## src/rtl/mmio_uart_pkg.sv

```systemverilog
// Shared definitions for the memory-mapped UART transmitter.
// Latency: n/a (constants and types only).
// Backpressure: n/a.
package mmio_uart_pkg;

  // Register offsets from the window base (word-aligned only)
  localparam logic [31:0] TXDATA_OFF = 32'h0000_0000;
  localparam logic [31:0] STATUS_OFF = 32'h0000_0004;
  localparam logic [31:0] CTRL_OFF   = 32'h0000_0008;

  // STATUS register layout
  localparam int ST_FULL    = 0;
  localparam int ST_EMPTY   = 1;
  localparam int ST_BUSY    = 2;
  localparam int ST_OVF     = 3;
  localparam int ST_CNT_LSB = 4;
  localparam int ST_CNT_W   = 4;

  // CTRL register layout
  localparam int CTRL_EN = 0;

  // Serializer states
  typedef enum logic [1:0] {
    S_IDLE  = 2'd0,
    S_START = 2'd1,
    S_DATA  = 2'd2,
    S_STOP  = 2'd3
  } uart_state_t;

endpackage

```

## src/rtl/sync_fifo.sv

```systemverilog
// Synchronous FIFO with combinational head-of-queue read data.
// Latency: pushed entry visible on pop_dat the cycle after the push edge.
// Backpressure: push while full is ignored unless a pop happens on the same edge.
// Ports: clk/reset (async active-high), push/push_dat, pop/pop_dat, full, empty, count.
module sync_fifo #(
  parameter int WIDTH = 8,
  parameter int DEPTH = 4
) (
  input  logic                     clk,
  input  logic                     reset,
  input  logic                     push,
  input  logic [WIDTH-1:0]         push_dat,
  input  logic                     pop,
  output logic [WIDTH-1:0]         pop_dat,
  output logic                     full,
  output logic                     empty,
  output logic [$clog2(DEPTH):0]   count
);

  localparam int AW = $clog2(DEPTH);
  localparam int NW = AW + 1;

  logic [WIDTH-1:0] mem [DEPTH];
  logic [AW-1:0]    wr_ptr;
  logic [AW-1:0]    rd_ptr;
  logic             do_push;
  logic             do_pop;

  assign full    = (count == NW'(DEPTH));
  assign empty   = (count == '0);
  assign do_pop  = pop && !empty;
  // When full, a same-edge pop frees the slot the write lands in.
  assign do_push = push && (!full || do_pop);
  assign pop_dat = mem[rd_ptr];

  always_ff @(posedge clk or posedge reset) begin
    if (reset) begin
      wr_ptr <= '0;
      rd_ptr <= '0;
      count  <= '0;
    end else begin
      if (do_push) wr_ptr <= wr_ptr + 1'b1;
      if (do_pop)  rd_ptr <= rd_ptr + 1'b1;
      case ({do_push, do_pop})
        2'b10:   count <= count + 1'b1;
        2'b01:   count <= count - 1'b1;
        default: count <= count;
      endcase
    end
  end

  // Storage carries no reset; only pointers and count define validity.
  always_ff @(posedge clk) begin
    if (do_push) mem[wr_ptr] <= push_dat;
  end

endmodule

```

## src/rtl/mmio_uart_tx.sv

```systemverilog
// Memory-mapped 8N1 UART transmitter fed by core stores through a small FIFO.
// Latency: tx falls one edge after a TXDATA store when idle, enabled and empty.
// Backpressure: none to the core; stores to a full FIFO are dropped and flag overflow.
// Ports: clk, reset (async active-high), memwrite/dataadr/writedata (core store port),
//        hit/rdata (combinational read-back), tx (serial out, idle high), busy.
module mmio_uart_tx
  import mmio_uart_pkg::*;
#(
  parameter logic [31:0] BASE_ADDR    = 32'hFFFF_0000,
  parameter int          CLKS_PER_BIT = 16,
  parameter int          FIFO_DEPTH   = 4
) (
  input  logic        clk,
  input  logic        reset,
  input  logic        memwrite,
  input  logic [31:0] dataadr,
  input  logic [31:0] writedata,
  output logic        hit,
  output logic [31:0] rdata,
  output logic        tx,
  output logic        busy
);

  localparam int CW = $clog2(CLKS_PER_BIT);
  localparam int NW = $clog2(FIFO_DEPTH) + 1;
  localparam logic [CW-1:0] BIT_LAST = CW'(CLKS_PER_BIT - 1);

  // Address decode and register access
  logic sel_txdata, sel_status, sel_ctrl;
  logic wr_txdata, wr_status, wr_ctrl;
  logic enable, overflow;

  assign sel_txdata = (dataadr == BASE_ADDR + TXDATA_OFF);
  assign sel_status = (dataadr == BASE_ADDR + STATUS_OFF);
  assign sel_ctrl   = (dataadr == BASE_ADDR + CTRL_OFF);
  assign hit        = sel_txdata | sel_status | sel_ctrl;

  assign wr_txdata = memwrite & sel_txdata;
  assign wr_status = memwrite & sel_status;
  assign wr_ctrl   = memwrite & sel_ctrl;

  logic unused_wdata;
  assign unused_wdata = &{1'b0, writedata[31:8]};

  // FIFO
  logic          fifo_pop;
  logic          fifo_full, fifo_empty;
  logic [7:0]    fifo_dat;
  logic [NW-1:0] fifo_count;

  sync_fifo #(.WIDTH(8), .DEPTH(FIFO_DEPTH)) u_fifo (
    .clk      (clk),
    .reset    (reset),
    .push     (wr_txdata),
    .push_dat (writedata[7:0]),
    .pop      (fifo_pop),
    .pop_dat  (fifo_dat),
    .full     (fifo_full),
    .empty    (fifo_empty),
    .count    (fifo_count)
  );

  always_ff @(posedge clk or posedge reset) begin
    if (reset) begin
      overflow <= 1'b0;
      enable   <= 1'b0;
    end else begin
      if (wr_txdata && fifo_full && !fifo_pop) overflow <= 1'b1;
      else if (wr_status && writedata[ST_OVF])  overflow <= 1'b0;
      if (wr_ctrl) enable <= writedata[CTRL_EN];
    end
  end

  always_comb begin
    rdata = '0;
    if (sel_status) begin
      rdata[ST_FULL]                  = fifo_full;
      rdata[ST_EMPTY]                 = fifo_empty;
      rdata[ST_BUSY]                  = busy;
      rdata[ST_OVF]                   = overflow;
      rdata[ST_CNT_LSB +: ST_CNT_W]   = ST_CNT_W'(fifo_count);
    end else if (sel_ctrl) begin
      rdata[CTRL_EN] = enable;
    end
  end

  // Serializer
  uart_state_t   state, state_nxt;
  logic [CW-1:0] bit_cnt, bit_cnt_nxt;
  logic [2:0]    bit_idx, bit_idx_nxt;
  logic [7:0]    shreg, shreg_nxt;
  logic          tx_nxt, busy_nxt;
  logic          bit_end;

  assign bit_end = (bit_cnt == BIT_LAST);

  always_ff @(posedge clk or posedge reset) begin
    if (reset) begin
      state   <= S_IDLE;
      bit_cnt <= '0;
      bit_idx <= '0;
      shreg   <= '0;
      tx      <= 1'b1;
      busy    <= 1'b0;
    end else begin
      state   <= state_nxt;
      bit_cnt <= bit_cnt_nxt;
      bit_idx <= bit_idx_nxt;
      shreg   <= shreg_nxt;
      tx      <= tx_nxt;
      busy    <= busy_nxt;
    end
  end

  always_comb begin
    state_nxt   = state;
    bit_cnt_nxt = bit_cnt;
    bit_idx_nxt = bit_idx;
    shreg_nxt   = shreg;
    tx_nxt      = tx;
    busy_nxt    = busy;
    fifo_pop    = 1'b0;
    case (state)
      S_IDLE: begin
        if (enable && !fifo_empty) begin
          fifo_pop    = 1'b1;
          shreg_nxt   = fifo_dat;
          state_nxt   = S_START;
          bit_cnt_nxt = '0;
          tx_nxt      = 1'b0;
          busy_nxt    = 1'b1;
        end
      end
      S_START: begin
        if (bit_end) begin
          state_nxt   = S_DATA;
          bit_cnt_nxt = '0;
          bit_idx_nxt = '0;
          tx_nxt      = shreg[0];
        end else begin
          bit_cnt_nxt = bit_cnt + 1'b1;
        end
      end
      S_DATA: begin
        if (bit_end) begin
          bit_cnt_nxt = '0;
          if (bit_idx == 3'd7) begin
            state_nxt = S_STOP;
            tx_nxt    = 1'b1;
          end else begin
            // shreg[0] is the bit on the line now; shreg[1] goes out next.
            bit_idx_nxt = bit_idx + 3'd1;
            shreg_nxt   = {1'b0, shreg[7:1]};
            tx_nxt      = shreg[1];
          end
        end else begin
          bit_cnt_nxt = bit_cnt + 1'b1;
        end
      end
      S_STOP: begin
        if (bit_end) begin
          bit_cnt_nxt = '0;
          if (enable && !fifo_empty) begin
            // Chain straight into the next start bit, no idle gap.
            fifo_pop  = 1'b1;
            shreg_nxt = fifo_dat;
            state_nxt = S_START;
            tx_nxt    = 1'b0;
          end else begin
            state_nxt = S_IDLE;
            busy_nxt  = 1'b0;
          end
        end else begin
          bit_cnt_nxt = bit_cnt + 1'b1;
        end
      end
      default: state_nxt = S_IDLE;
    endcase
  end

endmodule

```

## config.mk

```make
export PLATFORM = sky130hd
export DESIGN_NAME = mmio_uart_tx
export DESIGN_NICKNAME = d
export VERILOG_FILES = /design/src/rtl/mmio_uart_pkg.sv /design/src/rtl/sync_fifo.sv /design/src/rtl/mmio_uart_tx.sv
export SDC_FILE = /design/constraint.sdc
export NUM_CORES = 1
export LEC_CHECK = 0
export ABC_AREA = 0
export CAP_MARGIN = 40
export CELL_PAD_IN_SITES_DETAIL_PLACEMENT = 1
export CELL_PAD_IN_SITES_GLOBAL_PLACEMENT = 2
export CORE_MARGIN = 5
export CORE_UTILIZATION = 32
export CTS_BUF_LIST = sky130_fd_sc_hd__clkbuf_8
export CTS_CLUSTER_DIAMETER = 150
export DETAILED_ROUTE_END_ITERATION = 12
export PLACE_DENSITY_LB_ADDON = 0.12
export SKIP_LAST_GASP = 1
export SYNTH_ARGS = -nofsm -noshare
export SYNTH_HDL_FRONTEND = slang
export SYNTH_SLANG_ARGS = --single-unit
```

## constraint.sdc

```tcl
create_clock -name clk -period 6.24 [get_ports clk]
set_input_delay 1.56 -clock clk [delete_from_list [all_inputs] [get_ports clk]]
set_output_delay 1.56 -clock clk [all_outputs]
set_load 0.01 [all_outputs]
```

==> impl_metrics.csv, run 1 <==
group,metric,value,unit
pwr,power.switching,0.1933,mW
clock_tree,clk_latency,0.33,ns
clock_tree,tritoncts,"built",
pwr,power.leakage,1.487,nW
job,maxCapViolations,0,
critical_path,cp-start-kind,"primary input",
min_path,hold_path.class,"flop to flop",
critical_path,crit_path_frequent_cell,"clkdlybuf4s50_1",
critical_path,crit_type,"primary input to primary output",
pwr,internal_power,0.6328,mW
detailed_routing,via_count,2161,
detailed_routing,wl,6721,um
critical_path,timing.rr.start,"state[0]",
die,core_area,9684,sq um
critical_path,critPathBufInv,2,
detailed_routing,ant_nets,0,
clock_tree,cts_sinks,60,
pwr,p_clk_share,44.2,%
placement,port_buffers,52,
clock_tree,clkTransAtPathRegs,0.07,ns
detailed_routing,drt_iter0_drc,61,
detailed_routing,routedWlPerCell,14.61,um
critical_path,cp_max_fo,5,
yosys,synth_top_area_cell,"edfxtp_1",
grt,grt_pass1_wl,11450,um
timing,fin_setup_tns,0,ns
critical_path,crit_path_cell_trace,"clkdlybuf4s50_1 -> nand4_1 -> or4_4 -> nor3_1 -> and2_1 -> clkdlybuf4s50_1",
status,status,"completed",
critical_path,arrival,4.02,ns
detailed_routing,drtPass1Iterations,4,
yosys,synth_commonest_cells,"edfxtp_1 (32), dfrtp_1 (27), buf_4 (25)",
timing,hold_viol_final,0,
layout,drive_gt1_share,10.40,%
placement,placedCellCount,444,
critical_path,max_stage_delay,0.59,ns
timing,max-slew-margin-rel,45.73,%
yosys,synth.most_common_cell,"edfxtp_1",
yosys,netlist.area_leader.share,30.52,%
clock_tree,cts_root_buffer,"clkbuf_8",
timing,fin_crit_sh,89.45,%
die,fp.dieH,109.2,um
critical_path,end_kind,"primary output",
timing,fmax,0.1791,GHz
clock_tree,cts_made_buffers,9,
timing,rsz0062_at_grt,"no",
grt,grt_pass1_vias,2346,
yosys,ys_types,51,
grt,grt_use_total,12.33,%
layout,fin_util,40.61,%
yosys,seq_area_frac_synth,52.82,%
pwr,p_per_area,210.1,nW/um^2
clock_tree,cts_resized,0,
critical_path,crit_path_start,"dataadr[31]",
layout,nets,402,
die,io_pins,102,
yosys,avgSynthCellArea,11.92,sq um
clock_tree,post_cts_buffers,0,
yosys,syn_area,3148,sq um
yosys,async_flop_share,46.67,%
layout,area_growth,24.92,%
placement,place_congestion,0.7312,
layout,layoutNonFillerInstCount,460,
clock_tree,cts_buffer_depth,2,
yosys,synth_area_leaders,"edfxtp_1 (31%), dfrtp_1 (21%), buf_4 (6.0%), mux4_2 (5.7%), ha_1 (4.8%)",
timing,worstMarginPinSlew,0.8140,ns
yosys,synthCells,264,
grt,grt_max_degree,29,
clock_tree,hold_buffers,0,
pwr,swShare,23.40,%
pwr,p_seq_share,50.5,%
min_path,min_from,"shreg[2]",
yosys,ys_warn_count,0,
die,die-area,11920,sq um
die,num_rows,36,
yosys,synth_edf_count,32,
placement,hpwl,5154,um
critical_path,crit_slowest_cell,"or4_4",
yosys,ys.flop_type,"edfxtp_1",
grt,grt_overflow_total,0,
detailed_routing,vias_per_cell,4.698,
detailed_routing,drcViolationCount,0,
timing,slew_violations,0,
grt,antenna_found_initial,0,
timing,period_needed,5.582,ns
timing,clock_skew,0.009508,ns
critical_path,cpLargestDelayFamily,"simple AND/OR/NAND/NOR gates",
layout,antenna_cells,0,
layout,design_area,3933,sq um
pwr,share_comb_of_total_power,5.3,%
die,start_util,32.51,%
critical_path,critPathRequiredTime,4.68,ns
clock_tree,htreeDepth,3,
die,die_width,109.2,um
timing,setup_viol,0,
placement,postPlaceCellArea,3727,sq um
pwr,vdd_drop_max,165.6,uV
yosys,synth_seq_cells,60,
-- cell type report --
cell class	instances	area, sq um
multi-input cells	190	1336
fillers	1068	5752
inverters	7	26.28
flip-flops and latches	60	1663
clock inverters	7	81.33
repair buffers	54	535.5
clock buffers	9	123.9
well taps	133	166.4
-- metrics by stage --
stage	setup WS, ns	hold slack (ns)	total power, mW
after floorplan	1.893	0.4481	0.4497
after global placement	0.5983	0.4631	0.4691
after detailed placement	0.5996	0.4749	0.4700
after CTS	0.5855	0.4941	0.8422
after global routing	0.4220	0.5285	0.8648
final	0.6581	0.4862	0.8261
-- worst reg2reg max path, delay by kind of cell, from the launching register on --
family	cells	cell delay, ns
and+or+nand+nor	4	1.33
adders and majority gates	2	0.85
DFF	1	0.40
AOI/OAI and AO/OA	1	0.14
buffers and inverters	1	0.10
-- power groups by stage --
| stage | logic, mW | clock network, mW | registers (mW) |
|---|---|---|---|
| after floorplan | 0.0238 | 0 | 0.426 |
| after global placement | 0.0434 | 0 | 0.426 |
| after detailed placement | 0.0442 | 0 | 0.426 |
| after CTS | 0.0443 | 0.381 | 0.417 |
| after global routing | 0.0483 | 0.399 | 0.417 |
| final | 0.0440 | 0.365 | 0.417 |
-- layout by cell type, fill, tap and decap left out, types with 2 or more instances in the layout --
cell type / instances
and3_1: 5
o21ai_1: 2
edfxtp_1: 32
clkbuf_8: 9
o21ai_0: 16
mux2i_1: 10
dfrtp_1: 27
nand3_1: 5
inv_1: 7
or3_1: 2
nor2b_1: 2
o21bai_1: 2
nor2_1: 9
nor4_1: 3
mux4_2: 8
nand2_1: 24
ha_1: 12
conb_1: 25
buf_4: 2
mux2_2: 2
xnor2_1: 4
inv_6: 4
nand2b_1: 5
o31ai_1: 3
nor3b_1: 2
a21o_1: 2
nand4_1: 6
nor3_1: 6
a21oi_1: 9
and2_1: 6
clkdlybuf4s50_1: 52
-- state kept, by name (all words and copies together), names as in the netlist --
name           cells
enable             1
u_fifo.mem        32
bit_cnt            4
u_fifo.wr_ptr      2
busy               1
overflow           1
shreg              8
u_fifo.count       3
tx                 1
u_fifo.rd_ptr      2
bit_idx            3
state              2
-- kinds of logic after synthesis --
family                     count (synthesis)  synth area share (%)
DFF                                       60                 52.82
xor gates and xnor gates                   4                 1.113
other                                      1                0.1191
muxes                                     20                 9.618
and+or+nand+nor                           83                 14.55
buffers and inverters                     38                 7.591
AOI/OAI and AO/OA                         45                 8.784
adders and majority gates                 13                 5.405
-- final timing paths --
check	endpoint	slack (ns)	depth (start not counted)
setup / recovery	rdata[3]	0.66	6
hold / removal	shreg[2]	0.49	2
setup reg to reg	u_fifo.count[2]	3.35	8
hold reg to reg	shreg[2]	0.49	2
max in group asynchronous	tx	4.33	3
min in group asynchronous	busy	1.59	3
-- routing by layer --
metal	global-route usage, %	wire, um	vias up
li1	-	-	1045
met1	16.31	3041	1053
met2	19.56	3221	58
met3	4.322	431	5
met4	2.671	27	0
met5	0	0	-
Power figures use the tool's default switching activity.
==> inputs of run 2 (changes only) <==
PLACE_DENSITY_LB_ADDON = 0.08   (was 0.12)
==> run 2 against run 1 <==
Against the previous run:
- register-to-register slack hardly changed
- critical endpoint is now rdata[1]
- global-route usage shrank 0.28 points
- critical path depth is 1 higher
- sequential share of layout area rose by 0.15 points
- largest power group unchanged
- non-clock buffer count grew 1
- setup slack better by 0.022 ns
==> impl_metrics.csv, run 2 (synthesis gave the netlist of run 1 again) <==
group,metric,value,unit
die,core_area,9684,sq um
critical_path,max_stage_delay,0.59,ns
layout,largest_register_ff_count,32,
die,die-area,11920,sq um
grt,grt_pass1_wl,11160,um
critical_path,end_kind,"primary output",
timing,max-slew-margin-rel,46.74,%
die,io_pins,102,
clock_tree,cts_buffer_depth,2,
layout,layout_common_cells,"clkdlybuf4s50_1 (52), edfxtp_1 (32), dfrtp_1 (27)",
critical_path,arrival,4.00,ns
critical_path,timing.reg2reg.setup_slack,3.35,ns
die,start_util,32.51,%
timing,hold_viol_final,0,
detailed_routing,drtPass1Iterations,4,
layout,drive_gt1_share,10.67,%
timing,fin_setup_tns,0,ns
detailed_routing,routedWlPerCell,15.11,um
grt,grt_use_total,12.04,%
timing,fmax,0.1799,GHz
layout,largest_registers,"u_fifo.mem (32), shreg (8), bit_cnt (4)",
layout,design_area,3919,sq um
timing,worstMarginPinSlew,0.7988,ns
clock_tree,tritoncts,"built",
critical_path,critPathRequiredTime,4.68,ns
critical_path,cp-start-kind,"primary input",
clock_tree,post_cts_buffers,0,
clock_tree,cts_made_buffers,9,
pwr,vdd_drop_max,117.4,uV
job,maxCapViolations,0,
timing,setup_viol,0,
grt,grt_overflow_total,0,
detailed_routing,vias_per_cell,4.651,
layout,antenna_cells,0,
detailed_routing,via_count,2144,
timing,rsz0062_at_grt,"no",
timing,period_needed,5.560,ns
die,num_rows,36,
placement,hpwl,5444,um
timing,fin_crit_sh,89.10,%
die,die_width,109.2,um
grt,antenna_found_initial,0,
clock_tree,hold_buffers,0,
layout,area_growth,24.48,%
pwr,power.leakage,1.475,nW
clock_tree,clkTransAtPathRegs,0.07,ns
placement,place_congestion,0.7178,
critical_path,crit_path_cell_trace,"clkdlybuf4s50_1 -> nand4_1 -> or4_4 -> nor3_1 -> buf_4 -> and2_1 -> clkdlybuf4s50_1",
clock_tree,htreeDepth,3,
critical_path,crit_path_frequent_cell,"clkdlybuf4s50_1",
pwr,p_per_area,199.8,nW/um^2
die,fp.dieH,109.2,um
timing,slew_violations,0,
layout,layout_commonest_cell,"clkdlybuf4s50_1",
detailed_routing,drt_iter0_drc,62,
placement,postPlaceCellArea,3735,sq um
layout,largest-register,"u_fifo.mem",
placement,port_buffers,52,
grt,grt_pass1_vias,2286,
critical_path,cp_max_fo,3,
critical_path,crit_slowest_cell,"or4_4",
critical_path,crit_type,"primary input to primary output",
clock_tree,cts_resized,0,
layout,nets,403,
min_path,hold_path.class,"flop to flop",
timing,clock_skew,0.009539,ns
detailed_routing,wl,6966,um
clock_tree,clk_latency,0.33,ns
detailed_routing,ant_nets,0,
clock_tree,cts_root_buffer,"clkbuf_8",
grt,grt_max_degree,29,
status,status,"completed",
clock_tree,cts_sinks,60,
layout,fill_cells,1071,
detailed_routing,drcViolationCount,0,
run 2: cell count changes in the layout (fill, tap and decap cells not counted), sizes merged:
cell	change
clkinvlp	+2
buf	+1
bufinv	-1
inv	-1
run 2: layer usage:
layer	vias up	GRT usage (%)	share of wire (%)
li1	1045	-	-
met1	1050	15.39	46
met2	47	20.26	50
met3	2	3.316	4.2
met4	0	2.939	0.36
met5	-	0	0
run 2: path summary, 6_finish.rpt:
| kind | from | endpoint | cells after the start |
|---|---|---|---|
| worst min register to register | shreg[3] | shreg[3] | 2 |
| max in group asynchronous | reset | tx | 3 |
| min in group asynchronous | reset | busy | 3 |
| worst min-delay path | shreg[3] | shreg[3] | 2 |
| worst max register to register | state[0] | u_fifo.count[2] | 8 |
| worst max-delay path | dataadr[31] | rdata[1] | 7 |
run 2: layout make-up:
class	count	area, sq um	share of cell area [%]
Clock inverter	7	60.06	1.533
Clock buffer	9	123.9	3.161
Tap cell	133	166.4	4.246
Multi-Input combinational cell	190	1336	34.10
Sequential cell	60	1663	42.43
Inverter	7	26.28	0.6705
Timing Repair Buffer	55	543.0	13.86
run 2: per-stage QoR:
step | total power, mW | utilization (%) | std cells | hold slack, ns | worst slack, ns
2_1_floorplan | 0.4497 | - | 288 | 0.4481 | 1.893
3_3_place_gp | 0.4691 | 38.49 | 444 | 0.4631 | 0.5791
3_5_place_dp | 0.4698 | 38.57 | 445 | 0.4722 | 0.6213
4_1_cts | 0.7970 | 40.47 | 461 | 0.4953 | 0.6222
5_1_grt | 0.8164 | 40.47 | 461 | 0.5215 | 0.5481
6_report | 0.7830 | 40.47 | 461 | 0.4868 | 0.6799
run 2: power by group:
part / internal, mW / switching, mW
clock network: 0.150 / 0.172
logic: 0.0248 / 0.0192
registers: 0.417 / 0.000000000409
run 2: worst max-delay path: cells and delay by family:
family        cells  cell delay (ns)
buf+inv           3             1.18
simple gates      4             1.26
